==> config.mk <==
export PLATFORM = sky130hd
export DESIGN_NAME = load_sequencer_flat
export DESIGN_NICKNAME = d
export VERILOG_FILES = /design/src/rtl/load_sequencer_if.sv /design/src/rtl/load_sequencer.sv /design/src/flat_wrapper.sv
export SDC_FILE = /design/constraint.sdc
export NUM_CORES = 1
export LEC_CHECK = 0
export ABC_AREA = 1
export BUFFER_PORTS_ARGS = -buffer_cell sky130_fd_sc_hd__buf_2
export CAP_MARGIN = 20
export CORE_UTILIZATION = 61
export DETAILED_ROUTE_END_ITERATION = 10
export PLACE_DENSITY = 0.83
export SLEW_MARGIN = 40
export SYNTH_ARGS = -nofsm -noshare
export SYNTH_HDL_FRONTEND = slang
export SYNTH_SLANG_ARGS = --single-unit
==> constraint.sdc <==
create_clock -name clk -period 3.3 [get_ports clk]
set_input_delay 0.33 -clock clk [delete_from_list [all_inputs] [get_ports clk]]
set_output_delay 0.33 -clock clk [all_outputs]
set_load 0.02 [all_outputs]
==> src/rtl/load_sequencer_if.sv <==
// Request/issue bundle between producer, load_sequencer and the counter.
interface load_sequencer_if #(
  parameter int DATA_W = 4,
  parameter int DEPTH  = 4
);
  localparam int LW = $clog2(DEPTH) + 1;

  logic              req_valid_i;
  logic [DATA_W-1:0] req_val_i;
  logic              req_ready_o;
  logic              flush_i;
  logic              hold_i;
  logic              load_o;
  logic [DATA_W-1:0] load_val_o;
  logic [LW-1:0]     level_o;
  logic              busy_o;

  modport master (
    output req_valid_i, req_val_i, flush_i, hold_i,
    input  req_ready_o, load_o, load_val_o, level_o, busy_o
  );

  modport slave (
    input  req_valid_i, req_val_i, flush_i, hold_i,
    output req_ready_o, load_o, load_val_o, level_o, busy_o
  );
endinterface

==> src/rtl/load_sequencer.sv <==
// Buffers load requests in a small FIFO and issues them to the counter as
// single-cycle load pulses separated by at least GAP idle cycles.
module load_sequencer #(
  parameter int DATA_W = 4,
  parameter int DEPTH  = 4,
  parameter int GAP    = 2
) (
  input  logic            clk,
  input  logic            reset,
  load_sequencer_if.slave bus
);
  localparam int         AW      = $clog2(DEPTH);
  localparam int         LW      = AW + 1;
  localparam logic [3:0] GAP_CNT = 4'(GAP);

  typedef enum logic {S_IDLE, S_GAP} state_t;

  logic [DATA_W-1:0] mem [DEPTH];
  logic [AW-1:0]     wr_ptr, rd_ptr;
  logic [LW-1:0]     level;
  state_t            state;
  logic [3:0]        cnt;
  logic              load_q;
  logic [DATA_W-1:0] load_val_q;
  logic              full, push, pop;

  // Ready looks only at occupancy, never at a same-cycle pop.
  assign full            = (level == LW'(DEPTH));
  assign bus.req_ready_o = !full && !bus.flush_i;
  assign push            = bus.req_valid_i && bus.req_ready_o;
  assign pop             = (state == S_IDLE) && (level != '0) && !bus.hold_i && !bus.flush_i;

  assign bus.load_o      = load_q;
  assign bus.load_val_o  = load_val_q;
  assign bus.level_o     = level;
  assign bus.busy_o      = (level != '0) || (state != S_IDLE) || load_q;

  // FIFO storage write; contents need no reset since level gates reads.
  always_ff @(posedge clk) begin
    if (push) mem[wr_ptr] <= bus.req_val_i;
  end

  // FIFO pointers and occupancy; flush discards everything pending.
  always_ff @(posedge clk or negedge reset) begin
    if (!reset) begin
      wr_ptr <= '0;
      rd_ptr <= '0;
      level  <= '0;
    end else if (bus.flush_i) begin
      wr_ptr <= '0;
      rd_ptr <= '0;
      level  <= '0;
    end else begin
      if (push) wr_ptr <= wr_ptr + 1'b1;
      if (pop)  rd_ptr <= rd_ptr + 1'b1;
      case ({push, pop})
        2'b10:   level <= level + 1'b1;
        2'b01:   level <= level - 1'b1;
        default: level <= level;
      endcase
    end
  end

  // Issue FSM: pulse from IDLE, then sit in GAP for GAP cycles.
  // load_val_q is kept across flush so the counter input stays stable.
  always_ff @(posedge clk or negedge reset) begin
    if (!reset) begin
      state      <= S_IDLE;
      cnt        <= '0;
      load_q     <= 1'b0;
      load_val_q <= '0;
    end else if (bus.flush_i) begin
      state  <= S_IDLE;
      cnt    <= '0;
      load_q <= 1'b0;
    end else begin
      case (state)
        S_IDLE: begin
          if (pop) begin
            load_q     <= 1'b1;
            load_val_q <= mem[rd_ptr];
            if (GAP != 0) begin
              state <= S_GAP;
              cnt   <= GAP_CNT;
            end
          end else begin
            load_q <= 1'b0;
          end
        end
        S_GAP: begin
          load_q <= 1'b0;
          cnt    <= cnt - 1'b1;
          if (cnt == 4'd1) state <= S_IDLE;
        end
      endcase
    end
  end
endmodule

==> src/flat_wrapper.sv <==
// flat-port wrapper written by rule: the top's interface ports become plain ports
module load_sequencer_flat 
#(
  parameter int DATA_W = 4,
  parameter int DEPTH  = 4,
  parameter int GAP    = 2
)
  (clk, reset, bus_req_valid_i, bus_req_val_i, bus_flush_i, bus_hold_i, bus_req_ready_o, bus_load_o, bus_load_val_o, bus_level_o, bus_busy_o);
  load_sequencer_if #(.DATA_W(DATA_W), .DEPTH(DEPTH)) bus_i ();
  input  logic clk;
  input  logic reset;
  input wire logic [$bits(bus_i.req_valid_i)-1:0] bus_req_valid_i;
  input wire logic [$bits(bus_i.req_val_i)-1:0] bus_req_val_i;
  input wire logic [$bits(bus_i.flush_i)-1:0] bus_flush_i;
  input wire logic [$bits(bus_i.hold_i)-1:0] bus_hold_i;
  output wire logic [$bits(bus_i.req_ready_o)-1:0] bus_req_ready_o;
  output wire logic [$bits(bus_i.load_o)-1:0] bus_load_o;
  output wire logic [$bits(bus_i.load_val_o)-1:0] bus_load_val_o;
  output wire logic [$bits(bus_i.level_o)-1:0] bus_level_o;
  output wire logic [$bits(bus_i.busy_o)-1:0] bus_busy_o;
  assign bus_i.req_valid_i = bus_req_valid_i;
  assign bus_i.req_val_i = bus_req_val_i;
  assign bus_i.flush_i = bus_flush_i;
  assign bus_i.hold_i = bus_hold_i;
  assign bus_req_ready_o = bus_i.req_ready_o;
  assign bus_load_o = bus_i.load_o;
  assign bus_load_val_o = bus_i.load_val_o;
  assign bus_level_o = bus_i.level_o;
  assign bus_busy_o = bus_i.busy_o;
  load_sequencer #(.DATA_W(DATA_W), .DEPTH(DEPTH), .GAP(GAP)) u_core (.clk(clk), .reset(reset), .bus(bus_i));
endmodule
# Yosys cells after proc, flatten, opt, wreduce, memory -nomap -nowiden
# Memories as Yosys holds them, arrays and structs flattened. A register that Yosys moved wholly into a read port is not among the register bits.
# Index checks and enable logic that the tools add are counted.
word_totals:
  regBits: 13
  latch_bits: 0
  ram_bits: 16
  mem_bits_ro: 0
  in_bits: 9
  word_cells: 52
  memories: 1
op_classes:
  add_sub_neg: 5
  n_mul: 0
  div: 0
  magnitude_cmp: 0
  eq_ne: 5
  shifts: 0
  n_mux: 17
  bitwise: 2
  reduce_logical: 16
memory_table:
  columns: ["memory", "depth", "width", "read_ports", "rd_ports_with_merged_regs", "wr", "line", "rtl"]
  rows:
  - ["u_core.mem", 4, 4, 1, 1, 1, "load_sequencer.sv:18", "logic [DATA_W-1:0] mem [DEPTH];"]
ops:
  columns: ["cell", "count"]
  rows:
  - ["two-way mux 2 bit", 4]
  - ["two-way mux 4 bit", 2]
  - ["case mux 4 bit (2 select lines)", 1]
  - ["two-way mux 1 bit", 6]
  - ["case mux 3 bit (2 select lines)", 1]
  - ["nonzero test 3 bit", 2]
  - ["logical AND 1 bit", 5]
  - ["adder 2 x 1 -> 2 bit (second input constant)", 2]
  - ["== test 4 x 1 -> 1 bit (second input constant)", 1]
  - ["logical NOT 1 bit", 4]
  - ["case mux 1 bit (2 select lines)", 2]
  - ["nonzero test 2 bit", 2]
  - ["subtractor 4 x 1 -> 4 bit (second input constant)", 1]
  - ["adder 3 x 1 -> 3 bit (second input constant)", 1]
  - ["== test 3 bit (second input constant)", 1]
  - ["two-way mux 3 bit", 1]
  - ["inequality test 3 x 2 -> 1 bit (second input constant)", 1]
  - ["AND reduction 3 bit", 1]
  - ["subtractor 3 x 1 -> 3 bit (second input constant)", 1]
  - ["== test 2 x 1 -> 1 bit (second input constant)", 1]
  - ["== test 2 bit (second input constant)", 1]
  - ["logical OR 1 bit", 2]
  - ["NOT 1 bit", 2]

# Depth between registers and ports, before layout
depth:
  word_depth: 7
  ltp_mapped: 13

# Worst setup path after synthesis
# Ideal clock, no wire load.
synth_path:
  kind: "register -> register"
  start: "register u_core.level[1], in the netlist u_core.bus.level_o[1]"
  end: "register u_core.level[2], in the netlist u_core.bus.level_o[2]"
  setup_ns: 0.117
  arrival_ns: 1.770
  setup_slack_ns: 1.413
  stages_incl_launch_ff: 14
  period_less_slack_ns: 1.887
  path_cell_list: "dfrtp_1 nor2_4 nand2_4 nand2_8 nor2_8 nand2_2 inv_1 fa_1 xnor2_1 inv_1 nand2_1 nand2_1 nand2_1 nand2_1"
synth_via:
  elab_chain_cells: 7
  elab_cells_between_ends: 15
  cone_classes: "2 x add/sub; 3 x eq/ne; 2 x mux; 8 x reduce/logical"
synth_lines:
  columns: ["item", "line", "rtl"]
  rows:
  - ["start: declaration", "load_sequencer.sv:20", "logic [LW-1:0] level;"]
  - ["start signal: assignment", "load_sequencer.sv:57", "2'b10: level <= level + 1'b1;"]
  - ["start signal: assignment", "load_sequencer.sv:58", "2'b01: level <= level - 1'b1;"]
  - ["start signal: assignment", "load_sequencer.sv:59", "default: level <= level;"]
  - ["== test 3 bit / nonzero test 3 bit (equally long branches)", "load_sequencer.sv:28, load_sequencer.sv:31", null]
  - ["logical NOT 1 bit / logical AND 1 bit (equally long branches)", "load_sequencer.sv:29, load_sequencer.sv:31", null]
  - ["logical AND 1 bit, on equally long branches", "load_sequencer.sv:29, load_sequencer.sv:31", null]
  - ["logical AND 1 bit, on equally long branches", "load_sequencer.sv:30, load_sequencer.sv:31", null]
  - ["== test 2 x 1 -> 1 bit / == test 2 bit (equally long branches)", "load_sequencer.sv:56", "case ({push, pop})"]
  - ["case mux 3 bit (2 select lines)", "load_sequencer.sv:56", null]
  - ["two-way mux 3 bit", "load_sequencer.sv:49", "end else if (bus.flush_i) begin"]
# Parallel ways exist; a longest one is shown, timed or not.
# A chain may end at the register's enable or synchronous reset.

# Worst setup path after layout
# Same ends and word-level chain as after synthesis.

==> impl_metrics.tcl <==
set metrics [dict create \
    clkPwrFrac 0.226 \
    synth_nets 168 \
    synth.cell_area_um2 1610 \
    wl_per_cell_um 14.8 \
    maxCapViolCount 0 \
    timing.rr.start "u_core.bus.level_o[1]" \
    cts_buffer_depth 2 \
    path_cells "nor2_4 -> nand2_4 -> nand2_8 -> nor2_8 -> nand2_2 -> inv_1 -> fa_1 -> xnor2_1 -> inv_1 -> nand2_1 -> nand2_1 -> nand2_1 -> nand2_1" \
    cts_tree "built" \
    internal_power_mw 0.878 \
    final_common_cell "nand2_1" \
    hold_depth 1 \
    fmax_mhz 513 \
    swShare 0.388 \
    period_minus_slack_ns 1.95 \
    yosys_warnings 0 \
    num_io_pins 19 \
    outcome "finished clean" \
    drtIter0Drc 30 \
    vias_per_cell 5.45 \
    crit_required_ns 3.55 \
    syn2layout_area_growth_pct 13.1 \
    cts-root-buf "clkbuf_4" \
    powerDensity_nw_per_um2 789 \
    vdd.ir_drop.worst_v 0.000583 \
    start_kind "register" \
    hp-class "input port to register" \
    tightest_slew_ns 0.439 \
    routed_wl_um 3070 \
    max_stage_delay_ns 0.46 \
    grt_pass1_wl_um 5120 \
    drc 0 \
    die_area_um2 2840 \
    via_count 1129 \
    slew-limit-headroom 0.706 \
    start_util 0.648 \
    cellLeakagePower_nw 0.843 \
    row_count 18 \
    critPathArrivalTime_ns 2.20 \
    crit_top_cell "nand2_1" \
    fill_cells 164 \
    seq_area_frac_synth 0.564 \
    critPathBufInv 2 \
    critPathCaptureType "register" \
    clock_latency_ns 0.35 \
    power_frac_seq 0.413 \
    die_w_um 53.3 \
    crit_type "register to register" \
    netlist_instances 152 \
    ys_ff_latch 33 \
    setup_tns_ns 0 \
    avgSynthCellArea_um2 10.6 \
    path_delay_family "simple AND/OR/NAND/NOR gates" \
    ff_latch_area_um2 906 \
    hold_start "bus_req_val_i[3]" \
    grt.overflow.total 0 \
    clock_sinks 33 \
    cts.clk_slew.worst_paths_ns 0.10 \
    yosys.area.top_type "edfxtp_1" \
    grt_usage 0.269 \
    postCtsSetupBuffers 0 \
    port_buffers 18 \
    cts_buffers 5 \
    drive_above_1_share 0.249 \
    ys_types 28 \
    layout.cells.most_common_list "nand2_1 (25), inv_1 (18), buf_2 (18)" \
    p_sw_mw 0.555 \
    finalSetupViolCount 0 \
    gp_congestion 0.779 \
    timing.hold.ws_ns 0.196 \
    antenna_found_initial 0 \
    yosysTopAreaCellShare 0.299 \
    synth.area.top_cells "edfxtp_1 (30%), dfrtp_1 (26%), nand2_1 (5.8%), o21ai_0 (5.3%), ha_1 (4.7%)" \
    rrSetupSlack_ns 1.35 \
    ff2ff_path_depth 13 \
    skew_ns 0.00339 \
    layout.nets 192 \
    p_comb_frac 0.361 \
    multi_input_area_um2 603 \
    cp_slowest_cell "dfrtp_1" \
    rsz0062_at_grt "no" \
    grt_pass1_vias 1113 \
    die_h_um 53.3 \
    first_pass_iters 4 \
    ant_nets 0 \
    htree_levels 2 \
    core-area_um2 2480 \
    slew_viol_final 0 \
    final-hold-violation-count 0 \
    hpwl_um 2230 \
    num_antenna_cells 0 \
    finalCritPeriodShare 0.590 \
    r2r-end "u_core.bus.level_o[2]" \
    grt_max_degree 18 \
    min_to "u_core.mem[0][3]" \
    cp_max_fo 9 \
]
-- worst max path at each step --
stage	start	endpoint	slack [ns]	cells after the start
finish	u_core.bus.level_o[1]	u_core.bus.level_o[2]	1.35	13
global placement	u_core.bus.level_o[0]	u_core.bus.level_o[2]	1.43	13
detailed placement	u_core.bus.level_o[1]	u_core.bus.level_o[2]	1.35	13
floorplan	u_core.bus.level_o[1]	u_core.bus.level_o[2]	1.41	13
CTS	u_core.bus.level_o[1]	u_core.bus.level_o[2]	1.34	13
global route	u_core.bus.level_o[1]	u_core.bus.level_o[2]	1.22	13
-- synth_stat cells (all sizes together) --
| cell | n |
|---|---|
| nand2 | 32 |
| inv | 21 |
| nor2 | 19 |
| o21ai | 18 |
| dfrtp | 17 |
| edfxtp | 16 |
| ha | 6 |
| nand3 | 6 |
| o22ai | 6 |
| a21oi | 3 |
| buf | 2 |
| xnor2 | 2 |
| a31oi | 1 |
| fa | 1 |
| or2 | 1 |
| xor2 | 1 |
-- power groups by stage --
stage / logic [mW] / registers (mW) / clock network [mW]
CTS: 0.522 / 0.592 / 0.329
global placement: 0.485 / 0.595 / 0
detailed placement: 0.505 / 0.601 / 0
floorplan: 0.342 / 0.626 / 0
global route: 0.573 / 0.602 / 0.348
finish: 0.518 / 0.591 / 0.324
-- final cells by class --
class,count,share of cell area
flip-flops and latches,33,0.499
multi-input cells,96,0.332
repair buffers,19,0.0551
inverters,21,0.0448
clock buffers,6,0.0282
clock inverters,2,0.0207
well taps,30,0.0207
-- cell families after synthesis --
group           synth area share
simple gates               0.207
xor+xnor                  0.0164
flops                      0.564
buf+inv                   0.0607
compound gates            0.0927
fa+ha+maj                 0.0592
-- routing by layer --
layer	vias up	share of wire	wire, µm	GRT usage
met3	7	0.060	183	0.101
met1	535	0.40	1230	0.315
met4	0	0.016	48	0.0833
met2	32	0.52	1610	0.452
met5	-	0	0	0
li1	555	-	-	-
-- metrics by stage --
step / power, mW / setup WS (ns) / utilization / cells / cell area (µm²)
5_1_grt: 1.52 / 1.22 / 0.733 / 207 / 1820
3_5_place_dp: 1.11 / 1.35 / 0.693 / 198 / 1720
3_3_place_gp: 1.08 / 1.43 / 0.693 / 198 / 1720
2_1_floorplan: 0.968 / 1.41 / - / 152 / 1610
4_1_cts: 1.44 / 1.34 / 0.733 / 207 / 1820
6_report: 1.43 / 1.35 / 0.733 / 207 / 1820
-- worst register-to-register path: cells and delay by family, from the launching register on --
family / cells / cell delay, ns
DFF: 1 / 0.46
xor gates and xnor gates: 1 / 0.21
adders and majority gates: 1 / 0.37
buffers and inverters: 2 / 0.11
and+or+nand+nor: 9 / 0.71
-- registers in the layout (all words and copies together), names as in the netlist --
| name | cells |
|---|---|
| u_core.mem | 16 |
| u_core.bus.load_val_o | 4 |
| u_core.cnt | 4 |
| u_core.bus.level_o | 3 |
| u_core.rd_ptr | 2 |
| u_core.wr_ptr | 2 |
| u_core.bus.load_o | 1 |
| u_core.state | 1 |
-- repair_timing --
| action | CTS | global route |
|---|---|---|
| hold endpoints to repair | 17 | 0 |
| hold buffers | 1 | 0 |
| resized for setup | 0 | 0 |
Note: power is estimated with default switching activity, not from simulation.
